### config.mk
export PLATFORM = sky130hd
export DESIGN_NAME = v_list_walker_flat
export DESIGN_NICKNAME = d
export VERILOG_FILES = /design/src/rtl/v_pkg.sv /design/src/rtl/v_list_walker_if.sv /design/src/rtl/v_list_walker.sv /design/src/flat_wrapper.sv
export SDC_FILE = /design/constraint.sdc
export NUM_CORES = 1
export LEC_CHECK = 0
export CORE_MARGIN = 3
export CORE_UTILIZATION = 45
export CTS_BUF_LIST = sky130_fd_sc_hd__clkbuf_16
export CTS_CLUSTER_DIAMETER = 150
export DETAILED_ROUTE_END_ITERATION = 10
export GPL_ROUTABILITY_DRIVEN = 0
export PLACE_DENSITY = 0.72
export SYNTH_ARGS = -nofsm -noshare
export SYNTH_HDL_FRONTEND = slang
export SYNTH_SLANG_ARGS = --single-unit
### constraint.sdc
create_clock -name clk -period 7 [get_ports clk]
set_input_delay 1.4 -clock clk [delete_from_list [all_inputs] [get_ports clk]]
set_output_delay 1.4 -clock clk [all_outputs]
set_load 0.05 [all_outputs]
### src/rtl/v_pkg.sv
// ---------------------------------------------------------------------------
// v_pkg
// Shared types for the list lookup pipe: product IDs, list levels, keys,
// volumes, list sizes, and the record format held in the walker's output
// buffer.
// ---------------------------------------------------------------------------
package v_pkg;

  typedef logic [7:0]  id_t;
  typedef logic [4:0]  level_t;
  typedef logic [15:0] key_t;
  typedef logic [15:0] volume_t;
  typedef logic [4:0]  listsize_t;

  // One output record; payload fields are don't-care when empty or err is set
  typedef struct packed {
    key_t    key;
    volume_t size;
    level_t  level;
    logic    last;
    logic    empty;
    logic    err;
  } rec_t;

endpackage

### src/rtl/v_list_walker_if.sv
// ---------------------------------------------------------------------------
// v_list_walker_if
// Bundles the three buses around the list walker:
//   cmd_* : walk request from the host (vld/rdy)
//   lut_* : lookup issue and the response that returns one cycle later
//   rsp_* : output record stream (vld/rdy)
//   busy  : walker activity status
// modport master : the walker (query initiator, record producer)
// modport slave  : the environment (host, lookup pipe, record consumer)
// ---------------------------------------------------------------------------
interface v_list_walker_if;
  import v_pkg::*;

  logic      cmd_vld;
  id_t       cmd_prod_id;
  logic      cmd_rdy;

  logic      lut_vld;
  id_t       lut_prod_id;
  level_t    lut_level;
  key_t      lut_key;
  volume_t   lut_size;
  logic      lut_error;
  listsize_t lut_listsize;

  logic      rsp_vld;
  logic      rsp_rdy;
  key_t      rsp_key;
  volume_t   rsp_size;
  level_t    rsp_level;
  logic      rsp_last;
  logic      rsp_empty;
  logic      rsp_err;

  logic      busy;

  modport master (
    input  cmd_vld, cmd_prod_id,
    input  lut_key, lut_size, lut_error, lut_listsize,
    input  rsp_rdy,
    output cmd_rdy,
    output lut_vld, lut_prod_id, lut_level,
    output rsp_vld, rsp_key, rsp_size, rsp_level, rsp_last, rsp_empty, rsp_err,
    output busy
  );

  modport slave (
    output cmd_vld, cmd_prod_id,
    output lut_key, lut_size, lut_error, lut_listsize,
    output rsp_rdy,
    input  cmd_rdy,
    input  lut_vld, lut_prod_id, lut_level,
    input  rsp_vld, rsp_key, rsp_size, rsp_level, rsp_last, rsp_empty, rsp_err,
    input  busy
  );

endinterface

### src/rtl/v_list_walker.sv
// ---------------------------------------------------------------------------
// v_list_walker
// Accepts a "dump list" command for one product and walks levels
// 0..listsize-1, issuing one lookup per level. Each returned key/volume goes
// into a 2-entry output buffer streamed out under valid/ready. Hazard
// responses (error with non-zero listsize) are retried after BACKOFF_CYCLES
// idle cycles, up to MAX_RETRY times per level.
// Ports:
//   clk  : clock
//   rst  : asynchronous active-low reset
//   bus  : v_list_walker_if.master (cmd, lut query/response, rsp stream, busy)
// ---------------------------------------------------------------------------
module v_list_walker #(
  parameter int MAX_RETRY      = 7,
  parameter int BACKOFF_CYCLES = 4   // must be >= 1
) (
  input  logic             clk,
  input  logic             rst,
  v_list_walker_if.master  bus
);
  import v_pkg::*;

  localparam int RW = $clog2(MAX_RETRY + 1);
  localparam int BW = $clog2(BACKOFF_CYCLES + 1);

  typedef enum logic [1:0] {
    IDLE    = 2'd0,
    ISSUE   = 2'd1,
    RESP    = 2'd2,
    BACKOFF = 2'd3
  } state_t;

  state_t          state_q;
  id_t             prod_q;
  level_t          level_q;
  logic [RW-1:0]   retry_q;
  logic [BW-1:0]   boff_q;
  logic            cmd_rdy_q;
  logic            lut_vld_q;
  logic            busy_q;

  rec_t            head_q;
  rec_t            tail_q;
  logic [1:0]      cnt_q;
  logic [1:0]      cnt_d;
  logic            rsp_vld_q;

  logic            push_s;
  logic            pop_s;
  logic            term_s;    // response ends the walk
  logic            retry_s;   // response is a retryable hazard
  rec_t            rec_s;

  // Response decode: classifies the lookup result sampled in RESP
  always_comb begin
    push_s  = 1'b0;
    term_s  = 1'b0;
    retry_s = 1'b0;
    rec_s   = '0;
    if (state_q == RESP) begin
      if ((level_q == '0) && (bus.lut_listsize == '0)) begin
        // Empty list wins over the hazard flag
        push_s     = 1'b1;
        term_s     = 1'b1;
        rec_s.empty = 1'b1;
        rec_s.last  = 1'b1;
      end else if (bus.lut_error) begin
        if (retry_q == RW'(MAX_RETRY)) begin
          push_s    = 1'b1;
          term_s    = 1'b1;
          rec_s.err  = 1'b1;
          rec_s.last = 1'b1;
        end else begin
          retry_s = 1'b1;
        end
      end else if (level_q >= bus.lut_listsize) begin
        // List shrank under the walk
        push_s    = 1'b1;
        term_s    = 1'b1;
        rec_s.err  = 1'b1;
        rec_s.last = 1'b1;
      end else begin
        push_s      = 1'b1;
        rec_s.key   = bus.lut_key;
        rec_s.size  = bus.lut_size;
        rec_s.level = level_q;
        rec_s.last  = (level_q == (bus.lut_listsize - listsize_t'(1)));
        term_s      = rec_s.last;
      end
    end else begin
      push_s = 1'b0;
    end
  end

  // Buffer occupancy next-state
  always_comb begin
    pop_s = rsp_vld_q & bus.rsp_rdy;
    case ({push_s, pop_s})
      2'b10:   cnt_d = cnt_q + 2'd1;
      2'b01:   cnt_d = cnt_q - 2'd1;
      default: cnt_d = cnt_q;
    endcase
  end

  // Output buffer: head_q always holds the oldest record
  always_ff @(posedge clk or negedge rst) begin
    if (!rst) begin
      cnt_q     <= 2'd0;
      rsp_vld_q <= 1'b0;
      head_q    <= '0;
      tail_q    <= '0;
    end else begin
      cnt_q     <= cnt_d;
      rsp_vld_q <= (cnt_d != 2'd0);
      case ({push_s, pop_s})
        2'b10: begin
          if (cnt_q == 2'd0) head_q <= rec_s;
          else               tail_q <= rec_s;
        end
        2'b01: head_q <= tail_q;
        2'b11: begin
          if (cnt_q == 2'd1) begin
            head_q <= rec_s;
          end else begin
            head_q <= tail_q;
            tail_q <= rec_s;
          end
        end
        default: begin
          head_q <= head_q;
        end
      endcase
    end
  end

  // Walk FSM; lut_vld_q is precomputed from next-cycle buffer occupancy
  always_ff @(posedge clk or negedge rst) begin
    if (!rst) begin
      state_q   <= IDLE;
      prod_q    <= '0;
      level_q   <= '0;
      retry_q   <= '0;
      boff_q    <= '0;
      cmd_rdy_q <= 1'b1;
      lut_vld_q <= 1'b0;
      busy_q    <= 1'b0;
    end else begin
      busy_q <= 1'b1;
      case (state_q)
        IDLE: begin
          if (bus.cmd_vld && cmd_rdy_q) begin
            prod_q    <= bus.cmd_prod_id;
            level_q   <= '0;
            retry_q   <= '0;
            cmd_rdy_q <= 1'b0;
            lut_vld_q <= (cnt_d != 2'd2);
            state_q   <= ISSUE;
          end else begin
            busy_q <= (cnt_d != 2'd0);
          end
        end
        ISSUE: begin
          if (lut_vld_q) begin
            lut_vld_q <= 1'b0;
            state_q   <= RESP;
          end else begin
            lut_vld_q <= (cnt_d != 2'd2);
          end
        end
        RESP: begin
          if (term_s) begin
            retry_q   <= '0;
            cmd_rdy_q <= 1'b1;
            state_q   <= IDLE;
          end else if (retry_s) begin
            retry_q <= retry_q + RW'(1);
            boff_q  <= BW'(BACKOFF_CYCLES);
            state_q <= BACKOFF;
          end else begin
            retry_q   <= '0;
            level_q   <= level_q + level_t'(1);
            lut_vld_q <= (cnt_d != 2'd2);
            state_q   <= ISSUE;
          end
        end
        BACKOFF: begin
          // Counter starts at BACKOFF_CYCLES, so exactly that many cycles here
          if (boff_q == BW'(1)) begin
            lut_vld_q <= (cnt_d != 2'd2);
            state_q   <= ISSUE;
          end else begin
            boff_q <= boff_q - BW'(1);
          end
        end
        default: begin
          cmd_rdy_q <= 1'b1;
          lut_vld_q <= 1'b0;
          state_q   <= IDLE;
        end
      endcase
    end
  end

  assign bus.cmd_rdy     = cmd_rdy_q;
  assign bus.lut_vld     = lut_vld_q;
  assign bus.lut_prod_id = prod_q;
  assign bus.lut_level   = level_q;
  assign bus.rsp_vld     = rsp_vld_q;
  assign bus.rsp_key     = head_q.key;
  assign bus.rsp_size    = head_q.size;
  assign bus.rsp_level   = head_q.level;
  assign bus.rsp_last    = head_q.last;
  assign bus.rsp_empty   = head_q.empty;
  assign bus.rsp_err     = head_q.err;
  assign bus.busy        = busy_q;

endmodule

### src/flat_wrapper.sv
// flat-port wrapper written by rule: the top's interface ports become plain ports
module v_list_walker_flat import v_pkg::*;
#(
  parameter int MAX_RETRY      = 7,
  parameter int BACKOFF_CYCLES = 4                  
)
  (clk, rst, bus_cmd_vld, bus_cmd_prod_id, bus_lut_key, bus_lut_size, bus_lut_error, bus_lut_listsize, bus_rsp_rdy, bus_cmd_rdy, bus_lut_vld, bus_lut_prod_id, bus_lut_level, bus_rsp_vld, bus_rsp_key, bus_rsp_size, bus_rsp_level, bus_rsp_last, bus_rsp_empty, bus_rsp_err, bus_busy);
  v_list_walker_if bus_i ();
  input  logic clk;
  input  logic rst;
  input wire logic [$bits(bus_i.cmd_vld)-1:0] bus_cmd_vld;
  input wire logic [$bits(bus_i.cmd_prod_id)-1:0] bus_cmd_prod_id;
  input wire logic [$bits(bus_i.lut_key)-1:0] bus_lut_key;
  input wire logic [$bits(bus_i.lut_size)-1:0] bus_lut_size;
  input wire logic [$bits(bus_i.lut_error)-1:0] bus_lut_error;
  input wire logic [$bits(bus_i.lut_listsize)-1:0] bus_lut_listsize;
  input wire logic [$bits(bus_i.rsp_rdy)-1:0] bus_rsp_rdy;
  output wire logic [$bits(bus_i.cmd_rdy)-1:0] bus_cmd_rdy;
  output wire logic [$bits(bus_i.lut_vld)-1:0] bus_lut_vld;
  output wire logic [$bits(bus_i.lut_prod_id)-1:0] bus_lut_prod_id;
  output wire logic [$bits(bus_i.lut_level)-1:0] bus_lut_level;
  output wire logic [$bits(bus_i.rsp_vld)-1:0] bus_rsp_vld;
  output wire logic [$bits(bus_i.rsp_key)-1:0] bus_rsp_key;
  output wire logic [$bits(bus_i.rsp_size)-1:0] bus_rsp_size;
  output wire logic [$bits(bus_i.rsp_level)-1:0] bus_rsp_level;
  output wire logic [$bits(bus_i.rsp_last)-1:0] bus_rsp_last;
  output wire logic [$bits(bus_i.rsp_empty)-1:0] bus_rsp_empty;
  output wire logic [$bits(bus_i.rsp_err)-1:0] bus_rsp_err;
  output wire logic [$bits(bus_i.busy)-1:0] bus_busy;
  assign bus_i.cmd_vld = bus_cmd_vld;
  assign bus_i.cmd_prod_id = bus_cmd_prod_id;
  assign bus_i.lut_key = bus_lut_key;
  assign bus_i.lut_size = bus_lut_size;
  assign bus_i.lut_error = bus_lut_error;
  assign bus_i.lut_listsize = bus_lut_listsize;
  assign bus_i.rsp_rdy = bus_rsp_rdy;
  assign bus_cmd_rdy = bus_i.cmd_rdy;
  assign bus_lut_vld = bus_i.lut_vld;
  assign bus_lut_prod_id = bus_i.lut_prod_id;
  assign bus_lut_level = bus_i.lut_level;
  assign bus_rsp_vld = bus_i.rsp_vld;
  assign bus_rsp_key = bus_i.rsp_key;
  assign bus_rsp_size = bus_i.rsp_size;
  assign bus_rsp_level = bus_i.rsp_level;
  assign bus_rsp_last = bus_i.rsp_last;
  assign bus_rsp_empty = bus_i.rsp_empty;
  assign bus_rsp_err = bus_i.rsp_err;
  assign bus_busy = bus_i.busy;
  v_list_walker #(.MAX_RETRY(MAX_RETRY), .BACKOFF_CYCLES(BACKOFF_CYCLES)) u_core (.clk(clk), .rst(rst), .bus(bus_i));
endmodule
# Word-level counts from Yosys, hierarchy flattened
# Cells that the tools add are included.
classes:
  magnitude_cmp: 1
  addsub: 6
  n_eq_ne: 22
  mux: 56
  bitwise: 1
  reduce_logical: 20
op_table:
  columns: ["operator", "n"]
  rows:
  - ["$mux 40", 5]
  - ["$pmux 40 s3", 1]
  - ["$mux 37", 3]
  - ["$pmux 40 s2", 1]
  - ["$mux 1", 25]
  - ["$mux 3", 6]
  - ["$mux 5", 3]
  - ["$ne 2x1->1 const B", 6]
  - ["$ne 2x2->1 const B", 6]
  - ["$pmux 3 s2", 2]
  - ["$reduce_and 4->1", 3]
  - ["$logic_not 5->1", 2]
  - ["$mux 2", 5]
  - ["$pmux 5 s2", 1]
  - ["$reduce_and 3->1", 3]
  - ["$eq 2x2->1 const B", 4]
  - ["$pmux 2 s4", 1]
  - ["$reduce_bool 2->1", 4]
  - ["$eq 2x1->1 const B", 3]
  - ["$reduce_and 2->1", 3]
  - ["$add 5x1->5 const B", 1]
  - ["$eq 5x5->1", 1]
  - ["$ge 5x5->1", 1]
  - ["$sub 5x1->5 const B", 1]
  - ["other kinds (13)", 15]
word_totals:
  inputBits: 50
  word_cells: 128
  reg_bits: 107
  output_inout_bits: 57

# Logic depth before layout (Yosys ltp)
# Gate-level depths: netlist of run 1.
logic_depth:
  word_depth: 11
  mapped_depth: 16
  ltp_nobuf: 13

# Worst setup path before layout of run 1
# OpenSTA, ideal clock, no wires.
synth_timing:
  path_type: "input-to-reg"
  from: "input bus_lut_listsize[0]"
  to: "register u_core.head_q, in the netlist u_core.bus.rsp_level[0]"
  t_required_ns: 6.863
  t_arrival_ns: 3.605
  n_path_buf: 2
  cell_stages: 15
  setup_time_ns: 0.137
  slack_ns: 3.258
  cell_sequence: "inv_1 > ha_1 > nor3b_1 > a31oi_1 > nand2_1 > nand2_1 > inv_1 > ha_1 > a21oi_1 > nand2b_1 > and3b_1 > buf_2 > buf_6 > a22oi_1 > a21oi_1"
synth_via:
  elab_chain_cells: 7
  word_cells_on_any_way: 18
  cone_classes: "order compare (1); eq/ne (4); mux (9); reduce/logical (4)"
synth_lines:
  columns: ["item", "line", "rtl"]
  rows:
  - ["start, declared", "flat_wrapper.sv:16", "input wire logic [$bits(bus_i.lut_listsize)-1:0] bus_lut_listsize;"]
  - ["$ge 5x5->1 or $logic_not 5->1 (tied branches)", "v_list_walker.sv:76, v_list_walker.sv:61", null]
  - ["$mux 37 or $logic_and 1x1->1 (tied branches)", "v_list_walker.sv:76, v_list_walker.sv:61", null]
  - ["$mux 37 or $mux 1 (tied branches)", "v_list_walker.sv:67, v_list_walker.sv:61", null]
  - ["$mux 37 or $mux 1 (tied branches)", "v_list_walker.sv:61, v_list_walker.sv:60", null]
  - ["$mux 40 (tied with other cells)", "v_list_walker.sv:60", "if (state_q == RESP) begin"]
  - ["$mux 40 (tied with other cells)", "v_list_walker.sv:122", "if (cnt_q == 2'd1) begin"]
  - ["$pmux 40 s3 or $reduce_and 2->1 (tied branches)", null, null]
  - ["end signal, assigned", "v_list_walker.sv:117", "if (cnt_q == 2'd0) head_q <= rec_s;"]
  - ["end signal, assigned", "v_list_walker.sv:123", "head_q <= rec_s;"]
  - ["end signal, assigned", "v_list_walker.sv:125", "head_q <= tail_q;"]
  - ["end, declared", "v_list_walker.sv:42", "rec_t head_q;"]
# Parallel ways exist; a longest one is shown, timed or not. The select of a mux whose other input is x is not followed.
# A chain may end at the register's enable or synchronous reset.

# Final worst setup path of run 1
layout_timing:
  from: "input bus_lut_listsize[1]"
  to: "register u_core.head_q, in the netlist u_core.bus.rsp_size[14]"
# The elaborated chain is that of the path after synthesis.

==> results of run 1 <==
-- power groups by stage --
| stage | clock network (W) | registers (W) | logic [W] |
|---|---|---|---|
| finish | 0.000527 | 0.000974 | 0.00147 |
| global route | 0.000566 | 0.00101 | 0.00157 |
| CTS | 0.000539 | 0.000977 | 0.00149 |
| detailed placement | 0 | 0.000988 | 0.00148 |
| global placement | 0 | 0.000978 | 0.00145 |
| floorplan | 0 | 0.00150 | 0.000468 |
-- layout make-up --
cell class | instances | area (um2)
multi-input cells | 318 | 2123
inverters | 23 | 86.33
well taps | 136 | 170.2
clock buffers | 9 | 225.2
repair buffers | 112 | 1104
flip-flops and latches | 107 | 2679
clock inverters | 7 | 87.58
fillers | 920 | 4126
-- placed cells by master (no fill, tap or decap), types with 2 or more instances in the layout --
master,instances
a211o_1,2
a21boi_0,2
a21oi_1,49
a22o_1,35
a22oi_1,38
and2_1,2
buf_4,7
clkbuf_16,9
clkdlybuf4s50_1,105
dfrtp_1,106
ha_1,22
inv_1,23
mux2_2,8
mux2i_1,3
nand2_1,35
nand2b_1,4
nand3_1,11
nor2_1,44
nor2b_1,4
nor3_1,3
nor3b_1,2
nor4_1,2
o211ai_1,4
o21ai_0,15
o21bai_1,2
o22ai_1,2
o31ai_1,2
or3_1,2
or4_1,3
xnor2_1,4
-- worst min path at each step --
stage	startpoint	to	slack, ns	cells after the start
after floorplan	u_core.tail_q[0]$_DFFE_PN0P_	u_core.tail_q[0]$_DFFE_PN0P_	0.44	2
after global placement	u_core.tail_q[0]$_DFFE_PN0P_	u_core.tail_q[0]$_DFFE_PN0P_	0.46	2
after detailed placement	u_core.tail_q[0]$_DFFE_PN0P_	u_core.tail_q[0]$_DFFE_PN0P_	0.46	2
after CTS	u_core.tail_q[0]$_DFFE_PN0P_	u_core.tail_q[0]$_DFFE_PN0P_	0.48	2
after global routing	u_core.bus.lut_prod_id[4]$_DFFE_PN0P_	u_core.bus.lut_prod_id[4]$_DFFE_PN0P_	0.52	1
final	u_core.tail_q[0]$_DFFE_PN0P_	u_core.tail_q[0]$_DFFE_PN0P_	0.49	2
-- logic make-up after synthesis --
logic type / count (synthesis) / share of synthesized area [%]
and+or+nand+nor: 118 / 10.60
AOI/OAI and AO/OA: 161 / 22.23
adders and majority gates: 22 / 5.477
xor gates and xnor gates: 5 / 0.8713
muxes: 12 / 2.689
buffers and inverters: 52 / 4.829
DFF: 107 / 53.30
-- layer usage --
layer / up-vias / routed length [um] / track usage [%] / part of all wire, %
li1: 1912 / - / - / -
met1: 1986 / 5463 / 27.67 / 46
met2: 120 / 5714 / 30.22 / 48
met3: 6 / 679 / 2.989 / 5.7
met4: 0 / 57 / 5.353 / 0.48
met5: - / 0 / 0 / 0
-- sequential cells by signal, summed over array words and instances (netlist names) --
signal	count
u_core.bus.rsp_key	16
u_core.boff_q	3
u_core.bus.rsp_size	16
u_core.bus.rsp_empty	1
u_core.cnt_q	2
u_core.bus.cmd_rdy	1
u_core.bus.lut_prod_id	8
u_core.bus.lut_vld	1
u_core.retry_q	3
u_core.bus.rsp_err	1
u_core.bus.rsp_last	1
u_core.tail_q	40
u_core.state_q	2
u_core.bus.lut_level	5
u_core.bus.rsp_vld	1
u_core.bus.rsp_level	5
u_core.bus.busy	1
-- worst register-to-register path: cells and delay by family (launching register included) --
kind | cells | cell delay [ns]
and+or+nand+nor | 5 | 1.86
buffers and inverters | 2 | 0.45
adders and majority gates | 1 | 0.24
DFF | 1 | 0.50
AOI/OAI and AO/OA | 4 | 0.57
-- through the flow --
step | hold slack, ns | instances | total power, W
after CTS | 0.4837 | 712 | 0.003002
after global routing | 0.5188 | 712 | 0.003143
final | 0.4893 | 712 | 0.002973
after detailed placement | 0.4610 | 696 | 0.002469
after floorplan | 0.4436 | 477 | 0.001970
after global placement | 0.4611 | 696 | 0.002430
==> impl_metrics.yaml, run 1 <==
route:
  routed_via_density: 5.652
  wl_per_cell_um: 16.73
  drtIter0Drc: 264
  final_antenna_net_count: 0
  wirelength_um: 11920
  vias: 4024
  route.detailed.drc: 0
  dr.pass1.iters: 5
yosys:
  synth_area_mm2: 0.005026
  synth-seq-cells: 107
  yosysWarnings: 0
  yosys-top-cells-area: "dfrtp_1, a22o_1, a22oi_1"
  synth_cell_types: 48
  synthTopCellsByCount: "dfrtp_1, a21oi_1, nor2_1, a22oi_1"
  synth.top_cell.area_share_pct: 52.78
  yosysMostFrequentCell: "dfrtp_1"
  synth_area_per_cell_um2: 10.54
  ys.flop_type: "dfrtp_1"
  synthArstFlopShare_pct: 100.0
  synth_edf_count: 0
  syn_nets: 549
  synth_top_area_cell: "dfrtp_1"
  syn_inst: 477
  synth_seq_area_share_pct: 53.30
outcome:
  status: "finished, final reports clean"
critical_path:
  ff2ff_path_depth: 12
  cp-startpoint: "bus_lut_listsize[1]"
  critical_path_class: "in2reg"
  path_depth: 15
  slowest_delay_ns: 1.01
  cp_num_buf_inv: 4
  crit_path_max_fanout: 30
  end_kind: "register"
  arrival_ns: 5.23
  r2r-end: "u_core.bus.rsp_size[14]$_DFFE_PN0P_"
  startpoint_type: "primary input"
  cp_slowest_cell: "and3b_1"
  path_delay_family: "simple AND/OR/NAND/NOR gates"
  r2r-start: "u_core.bus.lut_level[4]$_DFFE_PN0P_"
  cp-endpoint: "u_core.bus.rsp_size[14]$_DFFE_PN0P_"
  crit_chain: "clkdlybuf4s50_1 > inv_1 > ha_1 > nor3b_1 > a31oi_1 > nand2_1 > nand2_1 > inv_1 > ha_1 > a21oi_1 > nand2b_1 > and3b_1 > buf_4 > a22oi_1 > a21oi_1"
  crit_required_ns: 7.26
  worst-r2r-setup-slack_ns: 3.32
clocking:
  htreeDepth: 3
  post_cts_buffers: 0
  ctsHoldBuffers: 0
  cts.sinks: 107
  cts_buffers: 9
  cts_buffer_depth: 2
  path_clk_slew_ns: 0.07
  cts_tree: "done"
  root_buffer: "clkbuf_16"
  cts.repair.resized: 0
  insertion_delay_ns: 0.34
timing:
  drv_slew: 0
  skew_ns: 0.008767
  fin_ws_ns: 2.034
  grt_setup_unrepaired: "no"
  relSlewSlack_pct: 20.87
  min_period_over_period_pct: 70.94
  worstMarginPinSlew_ns: 1.187
  fin_setup_tns_ns: 0
  fmax_ghz: 0.2014
  min_period_ns: 4.966
  setup_viol_count_final: 0
  finalHoldViolCount: 0
cells_and_area:
  fin_area_mm2: 0.006475
  drive_gt1_share_pct: 7.118
  fin_nets: 643
  area_delta_synth_final_pct: 28.83
  diodes: 0
  utilization_pct: 61.08
placement:
  placed_area_mm2: 0.006162
  pre_cts_ws_ns: 1.696
  port_buffers: 106
  dp_hpwl_um: 8133
worst_hold_path:
  hp-class: "reg2reg"
grt:
  grt_pass1_wl_um: 19870
  grt_start_max_net_pins: 81
  gr-total-overflow: 0
  antenna_found_initial: 0
  grt_pass1_vias: 3923
  grt_usage_pct: 19.18
power_and_ir_drop:
  combPwrFrac_pct: 49.5
  swShare_pct: 45.23
  switching_power_w: 0.001345
  clkPwrFrac_pct: 17.7
  p_seq_share_pct: 32.8
  powerDensity_mw_per_mm2: 459.1
  p_leak_nw: 2.806
  ir_drop_mv: 0.2999
  p_int_w: 0.001628
floorplanning:
  core_mm2: 0.01060
  dieArea_mm2: 0.01247
  die_w_um: 111.7
  initial_utilization_pct: 47.41
  die_h_um: 111.7
  io_pins: 107
  row_count: 37
job:
  maxCapViolations: 0
Power figures use the tool's default switching activity.
==> inputs of run 2 (changes only) <==
- PLACE_DENSITY: 0.72 -> 0.75
- clock period: 7 -> 4.2 ns (I/O delays scaled with it)
==> run 2 against run 1 <==
Cell count grew 0.14%. First-iteration DRC count rose by 14%. Non-clock buffer count rose by 1. Cell area is 0.15% higher. Global-route usage increased by 0.70 points. Critical path type unchanged.
==> impl_metrics.yaml, run 2 (synthesis gave the netlist of run 1 again) <==
outcome:
  status: "finished, final reports clean"
cells_and_area:
  largest_reg_flops: 40
  drive_gt1_share_pct: 7.106
  multi_input_area_mm2: 0.002123
  final_common_cell: "dfrtp_1"
  fin_nets: 644
  fillers: 922
  top_register: "u_core.tail_q"
  area_delta_synth_final_pct: 29.03
  diodes: 0
  regArea_mm2: 0.002679
  final_cell_mix: "dfrtp_1, clkdlybuf4s50_1, a21oi_1"
route:
  vias: 4112
  drtIter0Drc: 302
  wirelength_um: 12000
  final_antenna_net_count: 0
  dr.pass1.iters: 5
  routed_via_density: 5.767
  route.detailed.drc: 0
  wl_per_cell_um: 16.83
critical_path:
  r2r-start: "u_core.bus.lut_level[4]$_DFFE_PN0P_"
  slowest_delay_ns: 0.75
  arrival_ns: 4.13
  r2r-end: "u_core.bus.rsp_key[13]$_DFFE_PN0P_"
  startpoint_type: "primary input"
  worst-r2r-setup-slack_ns: 1.02
  cp_num_buf_inv: 3
  crit_path_max_fanout: 40
  critical_path_class: "in2reg"
  crit_chain: "clkdlybuf4s50_1 > inv_1 > ha_1 > nor3b_1 > a31oi_1 > nand2_1 > nand2_1 > inv_1 > ha_1 > a21oi_1 > nor2_4 > a22oi_1 > a21oi_1"
  end_kind: "register"
  ff2ff_path_depth: 10
  path_delay_family: "simple AND/OR/NAND/NOR gates"
  crit_required_ns: 4.46
  cp_slowest_cell: "nor2_4"
clocking:
  cts_buffers: 9
  ctsHoldBuffers: 0
  cts_buffer_depth: 2
  path_clk_slew_ns: 0.08
  insertion_delay_ns: 0.34
  htreeDepth: 3
  post_cts_buffers: 0
  cts.repair.resized: 0
  cts.sinks: 107
  root_buffer: "clkbuf_16"
  cts_tree: "done"
worst_hold_path:
  hp-class: "reg2reg"
  hp-start: "u_core.tail_q[1]$_DFFE_PN0P_"
  whs_path_depth: 2
  holdPathEnd: "u_core.tail_q[1]$_DFFE_PN0P_"
grt:
  grt_usage_pct: 19.88
  grt_start_max_net_pins: 91
  antenna_found_initial: 0
  grt_pass1_vias: 4098
  grt_pass1_wl_um: 20540
  gr-total-overflow: 0
timing:
  setup_viol_count_final: 0
  fin_setup_tns_ns: 0
  drv_slew: 0
  grt_setup_unrepaired: "no"
  min_period_over_period_pct: 92.07
  hold_ws_ns: 0.4884
  worstMarginPinSlew_ns: 1.106
  skew_ns: 0.005674
  finalHoldViolCount: 0
  min_period_ns: 3.867
  fmax_ghz: 0.2586
  relSlewSlack_pct: 26.30
power_and_ir_drop:
  total_power_w: 0.004924
  p_leak_nw: 2.812
  ir_drop_mv: 0.3833
  powerDensity_mw_per_mm2: 759.3
job:
  maxCapViolations: 0
floorplanning:
  die_h_um: 111.7
  dieArea_mm2: 0.01247
  io_pins: 107
  die_w_um: 111.7
  core_mm2: 0.01060
  row_count: 37
  initial_utilization_pct: 47.41
placement:
  dp_hpwl_um: 7987
  port_buffers: 106
==> run 2: layout make-up <==
cell class,count,share of cell area (%)
clock buffer,9,3.473
clock inverter,7,1.003
inverter,23,1.331
multi-input combinational,318,32.74
sequential,107,41.31
tap,136,2.624
timing repair buffer,113,17.52
==> run 2: worst reg2reg max path, cell delays in order (launching register included) <==
cell,delay [ns]
dfrtp_1,0.50
nor4_1,0.39
a31oi_1,0.19
nand2_1,0.18
nand2_1,0.12
inv_1,0.15
ha_1,0.23
a21oi_1,0.12
nor2_4,0.75
a22oi_1,0.25
a21oi_1,0.22
==> run 2: per-stage QoR <==
step,std cells,setup slack [ns],utilization (%),cell area (um2)
after global placement,697,0.1777,58.43,6195
after detailed placement,697,0.07751,58.43,6195
after CTS,713,0.3623,61.17,6485
final,713,0.3332,61.17,6485
after global routing,713,0.1085,61.17,6485
after floorplan,477,1.018,-,5026
==> run 2: worst max-delay path by stage <==
stage | start | to | cells past startpoint | slack, ns
final | bus_lut_listsize[0] | u_core.bus.rsp_key[13]$_DFFE_PN0P_ | 13 | 0.33
after global routing | bus_lut_listsize[1] | u_core.bus.rsp_size[15]$_DFFE_PN0P_ | 13 | 0.11
after CTS | bus_lut_listsize[0] | u_core.bus.rsp_key[13]$_DFFE_PN0P_ | 13 | 0.36
after detailed placement | bus_lut_listsize[0] | u_core.bus.rsp_key[13]$_DFFE_PN0P_ | 13 | 0.08
after global placement | bus_lut_listsize[0] | u_core.bus.rsp_key[2]$_DFFE_PN0P_ | 13 | 0.18
after floorplan | bus_lut_listsize[0] | u_core.bus.rsp_level[0]$_DFFE_PN0P_ | 15 | 1.02
==> run 2: where the power goes <==
group          switching [W]  internal (W)
registers           0.000242       0.00139
clock network       0.000405      0.000414
logic                0.00161      0.000870
total                0.00225       0.00267
==> run 2: per-layer routing <==
layer	track usage [%]	up-vias	wire length (um)
li1	-	1909	-
met1	27.32	2038	5347
met2	32.69	160	5777
met3	4.891	5	830
met4	3.244	0	44
met5	0	-	0
==> inputs of run 3 (changes only) <==
--- a/config.mk
+++ b/config.mk
@@ -8,4 +8,3 @@
 export CORE_MARGIN = 3
-export CORE_UTILIZATION = 45
-export CTS_BUF_LIST = sky130_fd_sc_hd__clkbuf_16
+export CORE_UTILIZATION = 46
 export CTS_CLUSTER_DIAMETER = 150
@@ -13,3 +12,3 @@
 export GPL_ROUTABILITY_DRIVEN = 0
-export PLACE_DENSITY = 0.75
+export PLACE_DENSITY = 0.76
 export SYNTH_ARGS = -nofsm -noshare
==> constraint.sdc (replaced) <==
create_clock -name clk -period 4.2 [get_ports clk]
set_input_delay 0.63 -clock clk [delete_from_list [all_inputs] [get_ports clk]]
set_output_delay 0.63 -clock clk [all_outputs]
set_load 0.05 [all_outputs]
==> run 3 against run 2 <==
Global-route usage fell by 0.73 points. Cell count rose by 0.14%. Cell area fell by 1.3%. Total power fell by 4.8%. Highest routed layer unchanged. Via count fell by 2.1%. First-iteration DRC count fell by 3.3%. Sequential share of layout area rose by 0.52 points. Register-to-register slack improved by 0.05 ns. Wire length fell by 2.1%. Fmax rose by 11%. Non-clock buffer count rose by 2. Clock-buffer cell count did not move.
==> impl_metrics.yaml, run 3 (synthesis gave the netlist of run 1 again) <==
timing:
  fmax_ghz: 0.2862
  drv_slew: 0
  min_period_ns: 3.494
  relSlewSlack_pct: 37.93
  setup_viol_count_final: 0
  hold_ws_ns: 0.3894
  worstMarginPinSlew_ns: 0.9311
  grt_setup_unrepaired: "no"
  min_period_over_period_pct: 83.19
  finalHoldViolCount: 0
  fin_setup_tns_ns: 0
  skew_ns: 0.01109
  fin_ws_ns: 0.7059
clocking:
  post_cts_buffers: 0
  cts_buffers: 9
  cts.sinks: 107
  root_buffer: "clkbuf_8"
  cts.repair.resized: 0
  ctsHoldBuffers: 0
  cts_buffer_depth: 2
  htreeDepth: 3
  insertion_delay_ns: 0.36
  path_clk_slew_ns: 0.11
  cts_tree: "done"
critical_path:
  critical_path_class: "in2reg"
  crit_path_max_fanout: 34
  crit_required_ns: 4.48
  startpoint_type: "primary input"
  arrival_ns: 3.77
  end_kind: "register"
floorplanning:
  io_pins: 107
  die_h_um: 110.5
  core_mm2: 0.01046
  row_count: 37
  initial_utilization_pct: 48.04
  dieArea_mm2: 0.01222
  die_w_um: 110.5
route:
  vias: 4025
  dr.pass1.iters: 5
  wl_per_cell_um: 16.45
  routed_via_density: 5.637
  drtIter0Drc: 292
  final_antenna_net_count: 0
  wirelength_um: 11750
  route.detailed.drc: 0
grt:
  grt_usage_pct: 19.15
  grt_pass1_vias: 3948
  gr-total-overflow: 0
  grt_start_max_net_pins: 81
  grt_pass1_wl_um: 19620
  antenna_found_initial: 0
placement:
  dp_hpwl_um: 8074
  pre_cts_ws_ns: 0.3395
  port_buffers: 106
cells_and_area:
  fin_nets: 646
  largest_reg_flops: 40
  regArea_mm2: 0.002679
  final_cell_mix: "dfrtp_1, clkdlybuf4s50_1, a21oi_1"
  drive_gt1_share_pct: 7.439
  utilization_pct: 61.21
  final_common_cell: "dfrtp_1"
  top_register: "u_core.tail_q"
  multi_input_area_mm2: 0.002123
  fillers: 889
  diodes: 0
  area_delta_synth_final_pct: 27.41
power_and_ir_drop:
  total_power_w: 0.004687
  p_leak_nw: 2.775
  ir_drop_mv: 0.3796
  powerDensity_mw_per_mm2: 731.9
job:
  maxCapViolations: 0
worst_hold_path:
  hp-class: "in2async"
outcome:
  status: "finished, final reports clean"
-- run 3: cell count changes in the layout (fill, tap and decap cells not counted), sizes merged --
cell,delta
inv,+1
buf,+2
clkinv,-1
clkinvlp,-1
-- run 3: stage by stage --
| stage | cell area, um2 | instances |
|---|---|---|
| floorplan | 5026 | 477 |
| global placement | 6222 | 699 |
| detailed placement | 6222 | 699 |
| CTS | 6404 | 714 |
| global route | 6404 | 714 |
| finish | 6404 | 714 |
-- run 3: worst max-delay path: stages --
cell and delay, ns:
clkdlybuf4s50_1 0.43, inv_1 0.09, ha_1 0.21, nor3b_1 0.35
a31oi_1 0.19, nand2_1 0.17, nand2_1 0.12, inv_1 0.16
ha_1 0.23, a21oi_1 0.11, nand2b_1 0.19, and3b_1 0.22
buf_4 0.34, a22oi_1 0.13, a21oi_1 0.19
-- run 3: path summary, 6_finish.rpt --
check | slack [ns] | cells past startpoint | start | endpoint
setup / recovery | 0.71 | 15 | bus_lut_listsize[1] | u_core.bus.rsp_key[5]$_DFFE_PN0P_
hold / removal | 0.39 | 1 | rst | u_core.bus.rsp_size[7]$_DFFE_PN0P_
setup reg to reg | 1.07 | 13 | u_core.retry_q[0]$_DFFE_PN0P_ | u_core.bus.rsp_key[5]$_DFFE_PN0P_
hold reg to reg | 0.50 | 2 | u_core.tail_q[5]$_DFFE_PN0P_ | u_core.tail_q[5]$_DFFE_PN0P_
max in group asynchronous | 2.78 | 2 | rst | u_core.bus.cmd_rdy$_DFFE_PN1P_
min in group clk | 0.50 | 2 | u_core.tail_q[5]$_DFFE_PN0P_ | u_core.tail_q[5]$_DFFE_PN0P_
-- run 3: final cells by class --
cell class / instances / share of cell area, %
clock buffer: 9 / 1.934
clock inverter: 6 / 0.8988
inverter: 23 / 1.348
multi-input combinational: 318 / 33.16
sequential: 107 / 41.83
tap: 136 / 2.657
timing repair buffer: 115 / 18.17
-- run 3: layer usage --
| layer | track usage (%) | up-vias | share of wire (%) |
|---|---|---|---|
| met5 | 0 | - | 0 |
| met4 | 3.695 | 0 | 0.56 |
| met2 | 30.66 | 137 | 48 |
| met1 | 27.01 | 1967 | 46 |
| li1 | - | 1915 | - |
| met3 | 4.384 | 6 | 5.7 |
-- run 3: power by group --
group / total, W / switching, W / internal [W]
registers: 0.00162 / 0.000233 / 0.00138
logic: 0.00247 / 0.00161 / 0.000864
clock network: 0.000600 / 0.000372 / 0.000228
total: 0.00469 / 0.00221 / 0.00247
